**config.mk**
```make
export PLATFORM = sky130hd
export DESIGN_NAME = dam_result_collector
export DESIGN_NICKNAME = d
export VERILOG_FILES = /design/src/rtl/dam_result_collector.sv
export SDC_FILE = /design/constraint.sdc
export NUM_CORES = 1
export LEC_CHECK = 0
export BUFFER_PORTS_ARGS = -buffer_cell sky130_fd_sc_hd__buf_4
export CAP_MARGIN = 20
export CELL_PAD_IN_SITES_DETAIL_PLACEMENT = 1
export CELL_PAD_IN_SITES_GLOBAL_PLACEMENT = 1
export CORE_UTILIZATION = 48
export CTS_CLUSTER_SIZE = 30
export DETAILED_ROUTE_END_ITERATION = 8
export PLACE_DENSITY = 0.83
export SKIP_CTS_REPAIR_TIMING = 1
export SLEW_MARGIN = 20
export SYNTH_ARGS = -nofsm -noshare
export SYNTH_HDL_FRONTEND = slang
export SYNTH_SLANG_ARGS = --single-unit
```
**constraint.sdc**
```tcl
create_clock -name clk -period 2.75 [get_ports clk]
set_clock_uncertainty 0.15 [all_clocks]
set_input_delay 0.1375 -clock clk [delete_from_list [all_inputs] [get_ports clk]]
set_output_delay 0.1375 -clock clk [all_outputs]
set_load 0.05 [all_outputs]
```
**src/rtl/dam_result_collector.sv**
```systemverilog
// rtl/dam_result_collector.sv - result sink FIFO with drop-on-full and result statistics
module dam_result_collector #(
    parameter int DEPTH = 8,
    parameter int AW    = 3
) (
    input  logic          clk,
    input  logic          rst,
    input  logic [7:0]    res_data,
    input  logic          res_valid,
    output logic [7:0]    m_data,
    output logic          m_valid,
    input  logic          m_ready,
    output logic [AW:0]   level,
    output logic          overflow,
    output logic [7:0]    drop_cnt,
    output logic [15:0]   acc_cnt,
    output logic [7:0]    checksum,
    input  logic          clr_stats
);

    localparam logic [AW:0] LEVEL_FULL = (AW+1)'(DEPTH);

    logic [7:0]    mem [DEPTH];
    logic [AW-1:0] wp;
    logic [AW-1:0] rp;
    logic          push;
    logic          pop;
    logic          drop;

    // The producer cannot stall, so a full FIFO only accepts when a pop frees a slot this cycle.
    always_comb begin
        pop  = m_valid & m_ready;
        push = res_valid & ((level != LEVEL_FULL) | pop);
        drop = res_valid & ~push;
    end

    assign m_valid = (level != '0);
    assign m_data  = m_valid ? mem[rp] : 8'h00;

    always_ff @(posedge clk) begin
        if (push) begin
            mem[wp] <= res_data;
        end
    end

    always_ff @(posedge clk or negedge rst) begin
        if (!rst) begin
            wp    <= '0;
            rp    <= '0;
            level <= '0;
        end else begin
            if (push) begin
                wp <= wp + 1'b1;
            end
            if (pop) begin
                rp <= rp + 1'b1;
            end
            case ({push, pop})
                2'b10:   level <= level + 1'b1;
                2'b01:   level <= level - 1'b1;
                default: level <= level;
            endcase
        end
    end

    // Clear wins over any count in the same cycle; the FIFO write itself is unaffected.
    always_ff @(posedge clk or negedge rst) begin
        if (!rst) begin
            overflow <= 1'b0;
            drop_cnt <= 8'h00;
            acc_cnt  <= 16'h0000;
            checksum <= 8'h00;
        end else if (clr_stats) begin
            overflow <= 1'b0;
            drop_cnt <= 8'h00;
            acc_cnt  <= 16'h0000;
            checksum <= 8'h00;
        end else begin
            if (push) begin
                acc_cnt  <= acc_cnt + 16'h0001;
                checksum <= checksum + res_data;
            end
            if (drop) begin
                overflow <= 1'b1;
                if (drop_cnt != 8'hFF) begin
                    drop_cnt <= drop_cnt + 8'h01;
                end
            end
        end
    end

endmodule

```
# ---- Word-level counts from Yosys, hierarchy flattened
# Memories as Yosys holds them, arrays and structs flattened.
# Cells that the tools add are included.
# Widths: inputs -> output; s select.
dict set report totals {
  ff_bits 43
  ramBits 64
  input_bits 13
  word_cells 43
  n_memories 1
}
# memory words word_bits read_ports rd_clocked_by_memory_dff wr line_no
set mem_list {}
lappend mem_list {mem 8 8 1 0 1 23} ;# logic [7:0] mem [DEPTH];
dict set report op_classes {
  n_addsub 7
  n_eq_ne 4
  mux 13
  bitwise 5
  n_reduce_logical 6
}
# op count
set ops {}
lappend ops {{$mux 8} 6}
lappend ops {{$mux 16} 2}
lappend ops {{$add 16x1->16 const B} 1}
lappend ops {{$add 8x1->8 const B} 1}
lappend ops {{$add 8x8->8} 1}
lappend ops {{$ne 8x8->1 const B} 1}
lappend ops {{$pmux 4 s2} 1}
lappend ops {{$reduce_bool 2->1} 4}
lappend ops {{$add 3x1->3 const B} 2}
lappend ops {{$add 4x1->4 const B} 1}
lappend ops {{$mux 1} 4}
lappend ops {{$ne 4x4->1 const B} 1}
lappend ops {{$reduce_bool 4->1} 1}
lappend ops {{$sub 4x1->4 const B} 1}
lappend ops {{$and 1x1->1} 3}
lappend ops {{$eq 2x1->1 const B} 1}
lappend ops {{$eq 2x2->1 const B} 1}
lappend ops {{$reduce_and 2->1} 1}
lappend ops {{$not 1->1} 1}
lappend ops {{$or 1x1->1} 1}

# ---- Logic depth before layout (Yosys ltp)
dict set report depth {
  word_depth 8
  mapped_depth 10
  ltp_nobuf 10
}

# ---- Least setup slack after synthesis
# Ideal clock, no wire load.
dict set report synth_path {
  kind {reg2reg}
  start {reg level[1]}
  end {reg level[3]}
  setup_time_ns 0.082
  arrival_time_ns 2.691
  required_ns 2.518
  setup_slack_ns -0.173
  stages_incl_launch_ff 11
  path_buffers 0
  period_less_slack_ns 2.923
  cell_sequence {dfrtp_1 > or3_4 > nor2_2 > inv_2 > nand3_1 > inv_1 > ha_1 > a21o_1 > a21oi_1 > mux2i_1 > xor2_1}
}
dict set report synth_between {
  elab_chain_len 6
}
# item line_no
set synth_rtl {}
lappend synth_rtl {{start, declared} 13} ;# output logic [AW:0] level,
lappend synth_rtl {{start signal, assigned} 59} ;# 2'b10: level <= level + 1'b1;
lappend synth_rtl {{start signal, assigned} 60} ;# 2'b01: level <= level - 1'b1;
lappend synth_rtl {{start signal, assigned} 61} ;# default: level <= level;
lappend synth_rtl {{$reduce_bool 4->1 (*)} 37} ;# assign m_valid = (level != '0);
lappend synth_rtl {{net m_valid} 11} ;# output logic m_valid,
lappend synth_rtl {{$and 1x1->1 (*)} 32} ;# pop = m_valid & m_ready;
lappend synth_rtl {{$or 1x1->1} 33} ;# push = res_valid & ((level != LEVEL_FULL) | pop);
lappend synth_rtl {{$and 1x1->1} 33}
lappend synth_rtl {{$eq 2x1->1 or $eq 2x2->1 (tied branches)} 58} ;# case ({push, pop})
lappend synth_rtl {{$pmux 4 s2 or $reduce_bool 2->1 (tied branches)} n/a}
# Mark *: on every way through the listed nets, which the timed path passes. The rest lies on a longest branch.
# A chain may end at the register's enable or synchronous reset.

# ---- Worst setup path after layout
dict set report layout_path {
  start {reg level[1]}
  end {reg level[3]}
}
dict set report layout_between {
  elab_chain_len 6
}
# item line_no
set layout_rtl {}
lappend layout_rtl {{$reduce_bool 4->1} 37}
lappend layout_rtl {{$and 1x1->1} 32}
lappend layout_rtl {{$or 1x1->1} 33}
lappend layout_rtl {{$and 1x1->1} 33}
lappend layout_rtl {{$eq 2x1->1 or $eq 2x2->1 (tied branches)} 58}
lappend layout_rtl {{$pmux 4 s2 or $reduce_bool 2->1 (tied branches)} n/a}
# Parallel ways exist; a longest one is shown, timed or not.

==> results by group <==
Floorplanning
  – Die H: roughly 100 microns
  – Core area: 9770 sq um
  – Die X: a little over 100 microns
  – FP Rows: 36
  – Starting density of the core: 49.6%
  – Full die area: between 10000 and 15000 sq um
  – IO Pins: between 50 and 60

Route
  – WL/cell: approximately 20 microns
  – Via density: about 5.5
  – DRC violations left: 0
  – Vias: roughly 3.1k
  – Starting DRC count in detailed routing: approximately 130
  – Detailed Routing Iterations Pass 1: 4
  – Routed WL: between 10000 and 15000 microns
  – Final ANT Viol Nets: 0

Timing
  – Final setup viols: 0
  – Slew headroom: 45.9%
  – Min Tclk post-route: about 2.6 ns
  – Worst hold slack: around 0.023 ns
  – Fmax: just under 0.4 GHz
  – Setup TNS: 0 ns
  – Fin. Hold Viols: 0
  – RSZ-0062 raised after global routing: no
  – Max-slew violation count: 0
  – Final Cycle Share: 94.2%
  – Tightest Pin Transition: between 0.8 and 0.9 ns
  – Final setup margin: ~0.16 ns

Setup path
  – Critical path class: flop to flop
  – Worst Setup End Kind: flop
  – Critical path arrival: 2.73 ns
  – Crit-path max FO: 5
  – Required @ worst endpoint: 2.89 ns
  – Critical path launch point type: flop
  – Flop-to-flop setup slack: around 0.16 ns
  – Reg2Reg Depth: 10

Final layout
  – Fin cells: 569
  – Nets: 459
  – Ant diodes: 0
  – Area growth syn-to-layout: 19.4%
  – Layout cells sized above 1: between 20% and 30%

Outcome
  – Status: finished, final reports clean

GRT
  – Total routing usage reported by global routing: 23.2%
  – Vias in the first global route: ~3.3k
  – Layer with the highest usage: met2
  – Met2 usage: around 39%
  – Largest net degree at the start of global routing: 44
  – GRT met3 Usage: 3.63%
  – Met1 GRT Util: 30.8%
  – Gr ovfl total: 0
  – Initial antenna violation count: 0
  – First-pass GRT wire length: 17700 microns

Power and ir drop
  – Power share of the clock group: a little under a fifth
  – Combinational share of power: 39.4%
  – PD cells: between 900 and 1000 nW/um^2
  – Sequential share of power: a little over two fifths
  – Switching power: 2040 uW
  – Power Internal: 3250 uW
  – Leakage: about 0.0023 uW
  – Pwr Total: 5290 uW
  – Max IR drop VDD: 0.450 mV
  – Sw Share: between 30% and 40%

Hold path
  – Hold WC Path Type: input port to flop
  – Worst hold stages: 2

Logic synthesis
  – FFs w/ async S/R, synth: roughly two fifths
  – Synth top area cells: edfxtp_1, dfrtp_1, mux4_2
  – Sequential area share after synthesis: around 62%
  – Mapped cell area: 4850 sq um
  – Post-Syn Area per Cell: 13.7 sq um
  – Syn Inst Count: 355
  – Synth cell count leaders: edfxtp_1, dfrtp_1, nor2_1, nand2_1, xnor2_1
  – Area leader, netlist: edfxtp_1
  – Synth Flop Type: edfxtp_1
  – Top-count cell post-synth: edfxtp_1
  – Yosys reg bits: about 110
  – Post-synth top area share: 39.7%
  – Distinct cells, synth: 45
  – Syn nets: roughly 380
  – EDFF count, synth: 64
  – Syn. warnings: 0

Run
  – Maxcap violations: 0

Placement
  – DP Cell Count: 543
  – Detail Placement HPWL: approximately 7800 microns
  – Post-place setup slack: 0.163 ns
  – PortBufs: between 50 and 60
  – Global placement routability congestion: ~0.77

Clocking
  – Worst skew pair latency: about 0.37 ns
  – H-Tree Depth: 3
  – CTS max path bufs: 2
  – TritonCTS Buffers: 9
  – Clk sinks: 107
  – CTS tree: yes
  – Clock root cell: clkbuf_8
  – Worst-path clk slew: 0.10 ns
## path summary, 6_finish.rpt
path | start | to
worst max register to register | level[1] | level[3]
max in group asynchronous | rst | level[2]
worst min register to register | overflow | overflow
worst min-delay path | clr_stats | acc_cnt[0]
min in group asynchronous | rst | level[1]
worst max-delay path | level[1] | level[3]
## layout make-up
class,count,area [sq um]
sequential,107,3000
fill,1009,3990
clock inverter,4,50.0
timing repair buffer,81,633
clock buffer,12,155
inverter,8,30.0
multi-input combinational,224,1750
tap,133,166
## flip-flops by register name, summed over array words and instances (netlist names)
| signal | cells |
|---|---|
| wp | 3 |
| level | 4 |
| checksum | 8 |
| overflow | 1 |
| acc_cnt | 16 |
| mem | 64 |
| drop_cnt | 8 |
| rp | 3 |
## critical path, cell delays in order (launching register included)
cell     delay [ns]
dfrtp_2        0.44
or3_4          0.44
nor2_4         0.11
inv_2          0.06
nand3_1        0.15
inv_1          0.09
ha_1           0.29
a21o_1         0.18
a21oi_1        0.20
mux2i_1        0.25
xor2_1         0.16
## metal layers
metal  part of all wire [%]  vias to the layer above  wire length [microns]
met3                    2.7                       13                    304
met2                     52                       48                   5850
li1                       -                     1454                      -
met4                    1.3                        0                    151
met5                      0                        -                      0
met1                     44                     1624                   4970
## kinds of logic (layout without fill, tap and decap cells)
| kind of cell | count (synthesis) | count (layout) | synth area share (%) |
|---|---|---|---|
| XOR/XNOR | 30 | 30 | 5.42 |
| buffers and inverters | 24 | 105 | 2.12 |
| flip-flops | 107 | 107 | 61.9 |
| adder cells (fa/ha/maj) | 15 | 15 | 4.18 |
| multiplexers | 28 | 28 | 9.97 |
| AO/OA/AOI/OAI | 35 | 35 | 4.44 |
| AND/OR/NAND/NOR | 116 | 116 | 12.0 |
## power by group through the flow
stage	Clock [uW]	Sequential, uW	Combinational (uW)
floorplan	0	2280	1380
global placement	0	2200	2010
detailed placement	0	2240	2100
CTS	1020	2200	2110
global route	1070	2230	2230
finish	1010	2200	2080
## per-stage QoR
stage	util [%]	area, sq um
after floorplan	-	4850
after global placement	56.1	5480
after detailed placement	56.1	5480
after CTS	58.2	5690
after global routing	59.2	5790
final	59.2	5790
## placed cells by master, fill, tap and decap left out, types with 12 or more instances in the layout
| cell | instances |
|---|---|
| a21oi_1 | 15 |
| buf_4 | 71 |
| dfrtp_1 | 40 |
| edfxtp_1 | 64 |
| ha_1 | 13 |
| mux4_2 | 16 |
| nand2_1 | 29 |
| nand3_1 | 12 |
| nor2_1 | 35 |
| xnor2_1 | 25 |
Power figures use the tool's default switching activity.
